<file path="config.mk">
export PLATFORM = sky130hd
export DESIGN_NAME = apb_arbiter2_flat
export DESIGN_NICKNAME = d
export VERILOG_FILES = /design/src/rtl/apb_arbiter2_if.sv /design/src/rtl/apb_arbiter2.sv /design/src/flat_wrapper.sv
export SDC_FILE = /design/constraint.sdc
export NUM_CORES = 1
export LEC_CHECK = 0
export CAP_MARGIN = 20
export CORE_AREA = 2 2 101 103
export DETAILED_ROUTE_END_ITERATION = 6
export DIE_AREA = 0 0 103 105
export PLACE_DENSITY = 0.64
export SLEW_MARGIN = 10
export SYNTH_ARGS = -nofsm -noshare
export SYNTH_HDL_FRONTEND = slang
export SYNTH_SLANG_ARGS = --single-unit
</file>
<file path="constraint.sdc">
create_clock -name clk -period 3.6 [get_ports clk]
set_clock_uncertainty 0.15 [all_clocks]
set_input_delay 0.72 -clock clk [delete_from_list [all_inputs] [get_ports clk]]
set_output_delay 0.72 -clock clk [all_outputs]
set_load 0.005 [all_outputs]
</file>
<file path="src/rtl/apb_arbiter2_if.sv">
// apb_arbiter2_if: one APB link (select, enable, direction, address, write
// data, read data, ready, error).
//   master modport: the side that issues transfers (drives psel/penable/
//                   pwrite/paddr/pwdata, receives prdata/pready/pslverr)
//   slave modport : the side that answers transfers
// Parameters: AW address width, DW data width.
interface apb_arbiter2_if #(
  parameter int AW = 16,
  parameter int DW = 32
);
  logic          psel;
  logic          penable;
  logic          pwrite;
  logic [AW-1:0] paddr;
  logic [DW-1:0] pwdata;
  logic [DW-1:0] prdata;
  logic          pready;
  logic          pslverr;

  modport master (
    output psel, penable, pwrite, paddr, pwdata,
    input  prdata, pready, pslverr
  );

  modport slave (
    input  psel, penable, pwrite, paddr, pwdata,
    output prdata, pready, pslverr
  );
endinterface

</file>
<file path="src/rtl/apb_arbiter2.sv">
// apb_arbiter2: round-robin arbiter sharing one APB slave between two
// APB masters, with an optional ACCESS-phase watchdog.
// Ports:
//   clk  : clock, all logic on posedge
//   rst  : synchronous active-high reset
//   m0   : master 0 link (slave modport: arbiter answers m0)
//   m1   : master 1 link (slave modport: arbiter answers m1)
//   s    : shared slave link (master modport: arbiter drives the slave)
//   gnt  : currently / last granted master index (debug)
// Parameters: AW address width, DW data width, TIMEOUT ACCESS cycles before
// a forced error completion (0 = disabled), TW timeout counter width.
module apb_arbiter2 #(
  parameter int AW      = 16,
  parameter int DW      = 32,
  parameter int TIMEOUT = 0,
  parameter int TW      = 8
) (
  input  logic                  clk,
  input  logic                  rst,
  apb_arbiter2_if.slave         m0,
  apb_arbiter2_if.slave         m1,
  apb_arbiter2_if.master        s,
  output logic                  gnt
);

  typedef enum logic [1:0] {
    IDLE,
    SETUP,
    ACCESS
  } state_t;

  localparam bit          TMO_EN   = (TIMEOUT > 0);
  // Counter value seen in the last allowed ACCESS cycle (counter starts at 0).
  localparam logic [TW-1:0] TMO_LAST = TW'((TIMEOUT > 0) ? TIMEOUT - 1 : 0);

  state_t        state, state_n;
  logic          gnt_n;
  logic [TW-1:0] cnt, cnt_n;

  logic done_ok;
  logic tmo;
  logic done;
  logic other_req;

  // penable is not used for arbitration; slave-side pslverr is not forwarded.
  logic unused;
  assign unused = ^{m0.penable, m1.penable, s.pslverr};

  // s_pready only counts in ACCESS, so a stale ready held into SETUP is ignored.
  assign done_ok   = (state == ACCESS) && s.pready;
  assign tmo       = TMO_EN && (state == ACCESS) && !s.pready && (cnt == TMO_LAST);
  assign done      = done_ok || tmo;
  assign other_req = gnt ? m0.psel : m1.psel;

  always_ff @(posedge clk) begin
    if (rst) begin
      state <= IDLE;
      gnt   <= 1'b1;
      cnt   <= '0;
    end else begin
      state <= state_n;
      gnt   <= gnt_n;
      cnt   <= cnt_n;
    end
  end

  always_comb begin
    state_n = state;
    gnt_n   = gnt;
    cnt_n   = '0;
    case (state)
      IDLE: begin
        if (m0.psel && m1.psel) begin
          gnt_n   = ~gnt;
          state_n = SETUP;
        end else if (m0.psel) begin
          gnt_n   = 1'b0;
          state_n = SETUP;
        end else if (m1.psel) begin
          gnt_n   = 1'b1;
          state_n = SETUP;
        end
      end
      SETUP: state_n = ACCESS;
      ACCESS: begin
        if (done) begin
          // The just-served master's psel is not looked at here.
          if (other_req) begin
            gnt_n   = ~gnt;
            state_n = SETUP;
          end else begin
            state_n = IDLE;
          end
        end else if (TMO_EN) begin
          cnt_n = cnt + 1'b1;
        end
      end
      default: state_n = IDLE;
    endcase
  end

  // Slave side: phase strobes from registered state, payload follows gnt.
  assign s.psel    = (state != IDLE);
  assign s.penable = (state == ACCESS);
  assign s.pwrite  = gnt ? m1.pwrite : m0.pwrite;
  assign s.paddr   = gnt ? m1.paddr  : m0.paddr;
  assign s.pwdata  = gnt ? m1.pwdata : m0.pwdata;

  // Master side: completion goes to the granted master only. Gating with rst
  // abandons a transfer whose ready coincides with the reset cycle.
  assign m0.pready  = !rst && done && !gnt;
  assign m0.pslverr = !rst && tmo && !gnt;
  assign m0.prdata  = (!rst && done_ok && !gnt) ? s.prdata : '0;

  assign m1.pready  = !rst && done && gnt;
  assign m1.pslverr = !rst && tmo && gnt;
  assign m1.prdata  = (!rst && done_ok && gnt) ? s.prdata : '0;

endmodule

</file>
<file path="src/flat_wrapper.sv">
// flat-port wrapper written by rule: the top's interface ports become plain ports
module apb_arbiter2_flat 
#(
  parameter int AW      = 16,
  parameter int DW      = 32,
  parameter int TIMEOUT = 0,
  parameter int TW      = 8
)
  (clk, rst, gnt, m0_psel, m0_penable, m0_pwrite, m0_paddr, m0_pwdata, m0_prdata, m0_pready, m0_pslverr, m1_psel, m1_penable, m1_pwrite, m1_paddr, m1_pwdata, m1_prdata, m1_pready, m1_pslverr, s_psel, s_penable, s_pwrite, s_paddr, s_pwdata, s_prdata, s_pready, s_pslverr);
  apb_arbiter2_if #(.AW(AW), .DW(DW)) m0_i ();
  apb_arbiter2_if #(.AW(AW), .DW(DW)) m1_i ();
  apb_arbiter2_if #(.AW(AW), .DW(DW)) s_i ();
  input  logic clk;
  input  logic rst;
  output logic gnt;
  input wire logic [$bits(m0_i.psel)-1:0] m0_psel;
  input wire logic [$bits(m0_i.penable)-1:0] m0_penable;
  input wire logic [$bits(m0_i.pwrite)-1:0] m0_pwrite;
  input wire logic [$bits(m0_i.paddr)-1:0] m0_paddr;
  input wire logic [$bits(m0_i.pwdata)-1:0] m0_pwdata;
  output wire logic [$bits(m0_i.prdata)-1:0] m0_prdata;
  output wire logic [$bits(m0_i.pready)-1:0] m0_pready;
  output wire logic [$bits(m0_i.pslverr)-1:0] m0_pslverr;
  input wire logic [$bits(m1_i.psel)-1:0] m1_psel;
  input wire logic [$bits(m1_i.penable)-1:0] m1_penable;
  input wire logic [$bits(m1_i.pwrite)-1:0] m1_pwrite;
  input wire logic [$bits(m1_i.paddr)-1:0] m1_paddr;
  input wire logic [$bits(m1_i.pwdata)-1:0] m1_pwdata;
  output wire logic [$bits(m1_i.prdata)-1:0] m1_prdata;
  output wire logic [$bits(m1_i.pready)-1:0] m1_pready;
  output wire logic [$bits(m1_i.pslverr)-1:0] m1_pslverr;
  output wire logic [$bits(s_i.psel)-1:0] s_psel;
  output wire logic [$bits(s_i.penable)-1:0] s_penable;
  output wire logic [$bits(s_i.pwrite)-1:0] s_pwrite;
  output wire logic [$bits(s_i.paddr)-1:0] s_paddr;
  output wire logic [$bits(s_i.pwdata)-1:0] s_pwdata;
  input wire logic [$bits(s_i.prdata)-1:0] s_prdata;
  input wire logic [$bits(s_i.pready)-1:0] s_pready;
  input wire logic [$bits(s_i.pslverr)-1:0] s_pslverr;
  assign m0_i.psel = m0_psel;
  assign m0_i.penable = m0_penable;
  assign m0_i.pwrite = m0_pwrite;
  assign m0_i.paddr = m0_paddr;
  assign m0_i.pwdata = m0_pwdata;
  assign m0_prdata = m0_i.prdata;
  assign m0_pready = m0_i.pready;
  assign m0_pslverr = m0_i.pslverr;
  assign m1_i.psel = m1_psel;
  assign m1_i.penable = m1_penable;
  assign m1_i.pwrite = m1_pwrite;
  assign m1_i.paddr = m1_paddr;
  assign m1_i.pwdata = m1_pwdata;
  assign m1_prdata = m1_i.prdata;
  assign m1_pready = m1_i.pready;
  assign m1_pslverr = m1_i.pslverr;
  assign s_psel = s_i.psel;
  assign s_penable = s_i.penable;
  assign s_pwrite = s_i.pwrite;
  assign s_paddr = s_i.paddr;
  assign s_pwdata = s_i.pwdata;
  assign s_i.prdata = s_prdata;
  assign s_i.pready = s_pready;
  assign s_i.pslverr = s_pslverr;
  apb_arbiter2 #(.AW(AW), .DW(DW), .TIMEOUT(TIMEOUT), .TW(TW)) u_core (.clk(clk), .rst(rst), .m0(m0_i), .m1(m1_i), .s(s_i), .gnt(gnt));
endmodule
</file>
Word-level counts from Yosys, hierarchy flattened

Cells that the tools add are included.

Memory bits (read-only): 0
Input port bits: 138
Memories kept: 0
Memory bits (writable): 0
Logic and storage cells: 38
Bits in latches: 0
Flip-flop bits (word level): 3
Output and inout port bits: 120

Muxes and demuxes: 18
Magnitude comparators: 0
Bitwise gates (word level): 1
Shift-type cells: 0
Add/sub/neg operators: 0
Div/mod/pow operators: 0
Eq/ne operators: 5
Reduce and logical (&&, ||, !) cells: 12
Multipliers: 0

Operators with widths:

| operator           | number |
|---|---|
| $mux 32            | 3 |
| $mux 16            | 1 |
| $mux 1             | 8 |
| $mux 2             | 4 |
| $pmux 2 s3         | 1 |
| $logic_and 1x1->1  | 5 |
| $ne 2x1->1 const B | 2 |
| $ne 4x3->1 const B | 1 |
| $reduce_and 4->1   | 1 |
| $reduce_bool 2->1  | 2 |
| $eq 2x1->1 const B | 1 |
| $eq 2x2->1 const B | 1 |
| $logic_not 1->1    | 2 |
| $logic_not 2->1    | 1 |
| $pmux 1 s2         | 1 |
| $reduce_and 2->1   | 1 |
| $not 1->1          | 1 |

Depth between registers and ports, before layout

Depth after elaboration: 5
Depth in mapped cells: 5

Worst setup path before layout

No wires, ideal clock.

Path type: input -> output
Start: input s_pready
End: output m1_prdata[22]
Arrival time: 1.521 ns
Stages on the path: 4
Data required time: 2.730 ns
Slack: 1.209 ns
Path through: inv_1 nor4_4 buf_6 and2_1

Longest elaborated chain between the ends: 4

Ends and longest elaborated chain:

| element                         | RTL line            | text |
|---|---|---|
| start, declared                 | flat_wrapper.sv:38  | `input wire logic [$bits(s_i.pready)-1:0] s_pready;` |
| $logic_and 1x1->1               | apb_arbiter2.sv:50  | `assign done_ok = (state == ACCESS) && s.pready;` |
| $logic_and 1x1->1 (2 in series) | -                   |  |
| via m1_pready                   | flat_wrapper.sv:30  | `output wire logic [$bits(m1_i.pready)-1:0] m1_pready;` |
| $mux 32                         | apb_arbiter2.sv:117 | `assign m1.prdata = (!rst && done_ok && gnt) ? s.prdata : '0;` |
| end, declared                   | flat_wrapper.sv:29  | `output wire logic [$bits(m1_i.prdata)-1:0] m1_prdata;` |

The timed path passes the listed nets, and every way through them passes these cells.

Final worst setup path

Start: input s_pready
End: output m0_prdata[5]

Longest elaborated chain between the ends: 4

Ends and longest elaborated chain:

| element                         | RTL line            | text |
|---|---|---|
| $logic_and 1x1->1               | apb_arbiter2.sv:50  |  |
| $logic_and 1x1->1 (2 in series) | apb_arbiter2.sv:113 | `assign m0.prdata = (!rst && done_ok && !gnt) ? s.prdata : '0;` |
| $mux 32                         | apb_arbiter2.sv:113 |  |
| end, declared                   | flat_wrapper.sv:21  | `output wire logic [$bits(m0_i.prdata)-1:0] m0_prdata;` |

Every way passes these cells.

==> results.txt <==
Initial antenna violation count: 0. The run finished with clean final reports. In the routed design, unresolved DRC markers number 0.

Fill cells in the final layout number 973. For the number of levels in the clock H-tree, the log shows 1. The pre-antenna-repair detailed-routing pass consisted of 2 iterations. Worst min-delay path category: reg -> reg. Portion of netlist area occupied by mux cells: 0.448. In this run the tool buffered the top-level ports with 252 buffer cells. Post-CTS repair changed the size of 0 cells. STA puts the critical path data arrival time at 2490 ps.

The tools report the number of post-CTS setup repair buffers as 0. The number of warnings reported in the yosys synthesis log was 0. The number of cells produced by synthesis was 150; the remaining number of nets flagged by the antenna check after routing was 0.

In the post-synthesis netlist, the biggest area contributors are mux2_2 44%, and2_1 32%, dfxtp_1 4.8%. The run gives 2730 ps as the required time at the endpoint of the critical path. The run gives 525 as the cell count after placement.

Across the whole layout, storage elements account for 61.3 µm². The final hold violation count came out at 0. The tools report the critical path endpoint category as an output port.

The final design utilization is 0.411, and the latest clock arrival within the worst-skew pair is 220 ps. The detailed router placed 2008 vias in this run. In this run, the number of DRC markers left after iteration 0 of detailed routing was 31. Yosys mapped the design onto 20 distinct sky130hd cell types. The shortest period the worst path allows is 3360 ps, and the detail-routed via count per cell is 3.80. In this run the deepest clock path goes through 2 buffers. The run gives 9950 µm as the global-route wire length before repair.

Entering global routing, the biggest net connects 39 pins. The flip-flop and latch count after synthesis was 3; the number of max-slew violations in the final report was 0. The ratio of cells with drive above 1 in the final layout works out to 0.152.

The effective utilization at floorplan was 0.130; the number of placed I/O pins was 258. TritonCTS built the clock tree. The run gives 1990 as the number of global-route vias before repair.

The type of element launching the critical path was an input port. The die outline height was 105 µm. Setup repair after global routing left no endpoint under its margin.

The area fraction of the dominant cell type after synthesis was 0.440. The cell type contributing the most total cell area after synthesis is mux2_2. The share of the synthesized netlist area taken by xor and xnor gates is 0, and the total of endpoints with negative setup slack in the final report is 0. The tightest hold path in the finished design has a slack of 363 ps. From synthesis to final layout, the design area changed by 215%. The run gives 0 as the number of max-capacitance violations reported.

Measured along the x axis, the die boundary spans 103 µm. The average wire per cell in the routed design was 13.2 µm; the highest net fanout along the worst path was 33. The CTS buffer count came out at 3.

After floorplanning, the core was sized to cover 9640 µm². The tools report the number of hold buffers added after CTS as 0. The ratio of final minimum period to clock period came out at 0.934.

The register clock-pin slew on the reported worst setup and hold paths was 30 ps; the routed wire length was 6980 µm. Worst slack at placement: 216 ps. The fraction of the mapped netlist area in simple logic gates works out to 0.378. Combinational family with the most area after synthesis: multiplexers. The finished layout holds 529 standard cells, fillers aside. The floorplan step defined a die boundary enclosing 10800 µm².

The adder and majority gate portion of the synthesized area works out to 0. The leakage power of the design came out at 1.50 nW. The global-route total usage across every layer was 0.116.

The worst path meets setup with 239 ps of slack. The power density over the cells is 141 nW/µm². The logs give 1080 µm² for the combined area of the multi-input logic cells and 36 for the number of placement rows. The clock sink count was 3. The sequential-to-total area share from yosys stat came out at 0.0479. The fraction of the mapped netlist area in compound gates came out at 0.0319. The peak supply drop is 0.0781 mV. The congestion estimate from routability-driven global placement came to 0.731.

For the total overflow reported by the global router, the log shows 0. The antenna diode count was 0. The tools report the final HPWL from detailed placement as 6080 µm. Sum of negative setup slack: 0 ps. In the final design database the tool counted 535 nets. The synthesized netlist occupies a cell area of 1250 µm². Averaged over all synthesized cells, the footprint is 8.37 µm².

The critical path is of the in -> out type. The tools report the upper clock frequency limit as 0.298 GHz. The tree is rooted in a clkbuf_8.
[worst max-delay path, stage by stage]
cell             delay, ps
clkdlybuf4s50_1        460
inv_1                  130
nor4_4                 330
buf_12                 200
and2_1                 130
clkdlybuf4s50_1        510
[worst paths after layout]
path / start / to / slack, ps / cells past startpoint
max: s_pready / m0_prdata[5] / 240 / 6
min: u_core.state[0] / u_core.state[0] / 360 / 1
max reg2reg: u_core.gnt / u_core.state[0] / 2000 / 4
min reg2reg: u_core.state[0] / u_core.state[0] / 360 / 1
[kinds of logic after synthesis]
family,after synthesis
and+or+nand+nor,72
muxes,50
buffers and inverters,19
AOI/OAI and AO/OA,5
DFF,3
other,1
[registers in the layout, indices dropped and copies added (netlist names)]
name	flops
u_core.state	2
u_core.gnt	1
[cells in the mapped netlist (all sizes together)]
library cell and count:
and2 64, mux2 49, buf 14, inv 5
dfxtp 3, a211o 2, nor2 2, nor4 2
a2111oi 1, a21oi 1, conb 1, mux2i 1
nand2b 1, nor2b 1, nor3 1, o22a 1
or2 1
[per-layer routing]
metal	track usage	share of wire	up-vias
met3	0.0375	0.13	6
met4	0.0282	0.0097	0
met5	0	0	-
met2	0.218	0.52	147
met1	0.121	0.35	866
li1	-	-	989
[area by class of cell]
type | count | share of cell area
Multi-Input combinational cell | 129 | 0.274
Inverter | 5 | 0.00474
Sequential cell | 3 | 0.0155
Timing Repair Buffer | 255 | 0.653
Tap cell | 133 | 0.0420
Clock buffer | 4 | 0.0114
[cells in the final DEF, fill, tap and decap left out, drive strengths merged]
cell type,netlist,layout
a211o,2,2
nor2b,1,1
buf,14,3
nor4,2,2
a2111oi,1,1
mux2,49,49
nor3,1,1
nand2b,1,1
a21oi,1,1
conb,1,2
nor2,2,2
mux2i,1,1
inv,5,5
clkbuf,0,4
or2,1,1
o22a,1,1
and2,64,64
clkdlybuf4s50,0,252
dfxtp,3,3
[power by group]
group | switching, W | internal, W | leakage, nW
clock | 0.0000233 | 0.0000756 | 0.0228
combinational | 0.000104 | 0.000308 | 1.45
sequential | 0.0000114 | 0.0000372 | 0.0246
total | 0.000138 | 0.000421 | 1.50
[through the flow]
step,total power (W),cell area (µm²)
after floorplan,0.000170,1260
after global placement,0.000461,3910
after detailed placement,0.000465,3910
after CTS,0.000571,3960
after global routing,0.000596,3960
final,0.000560,3960
Note: power is estimated with default switching activity, not from simulation.
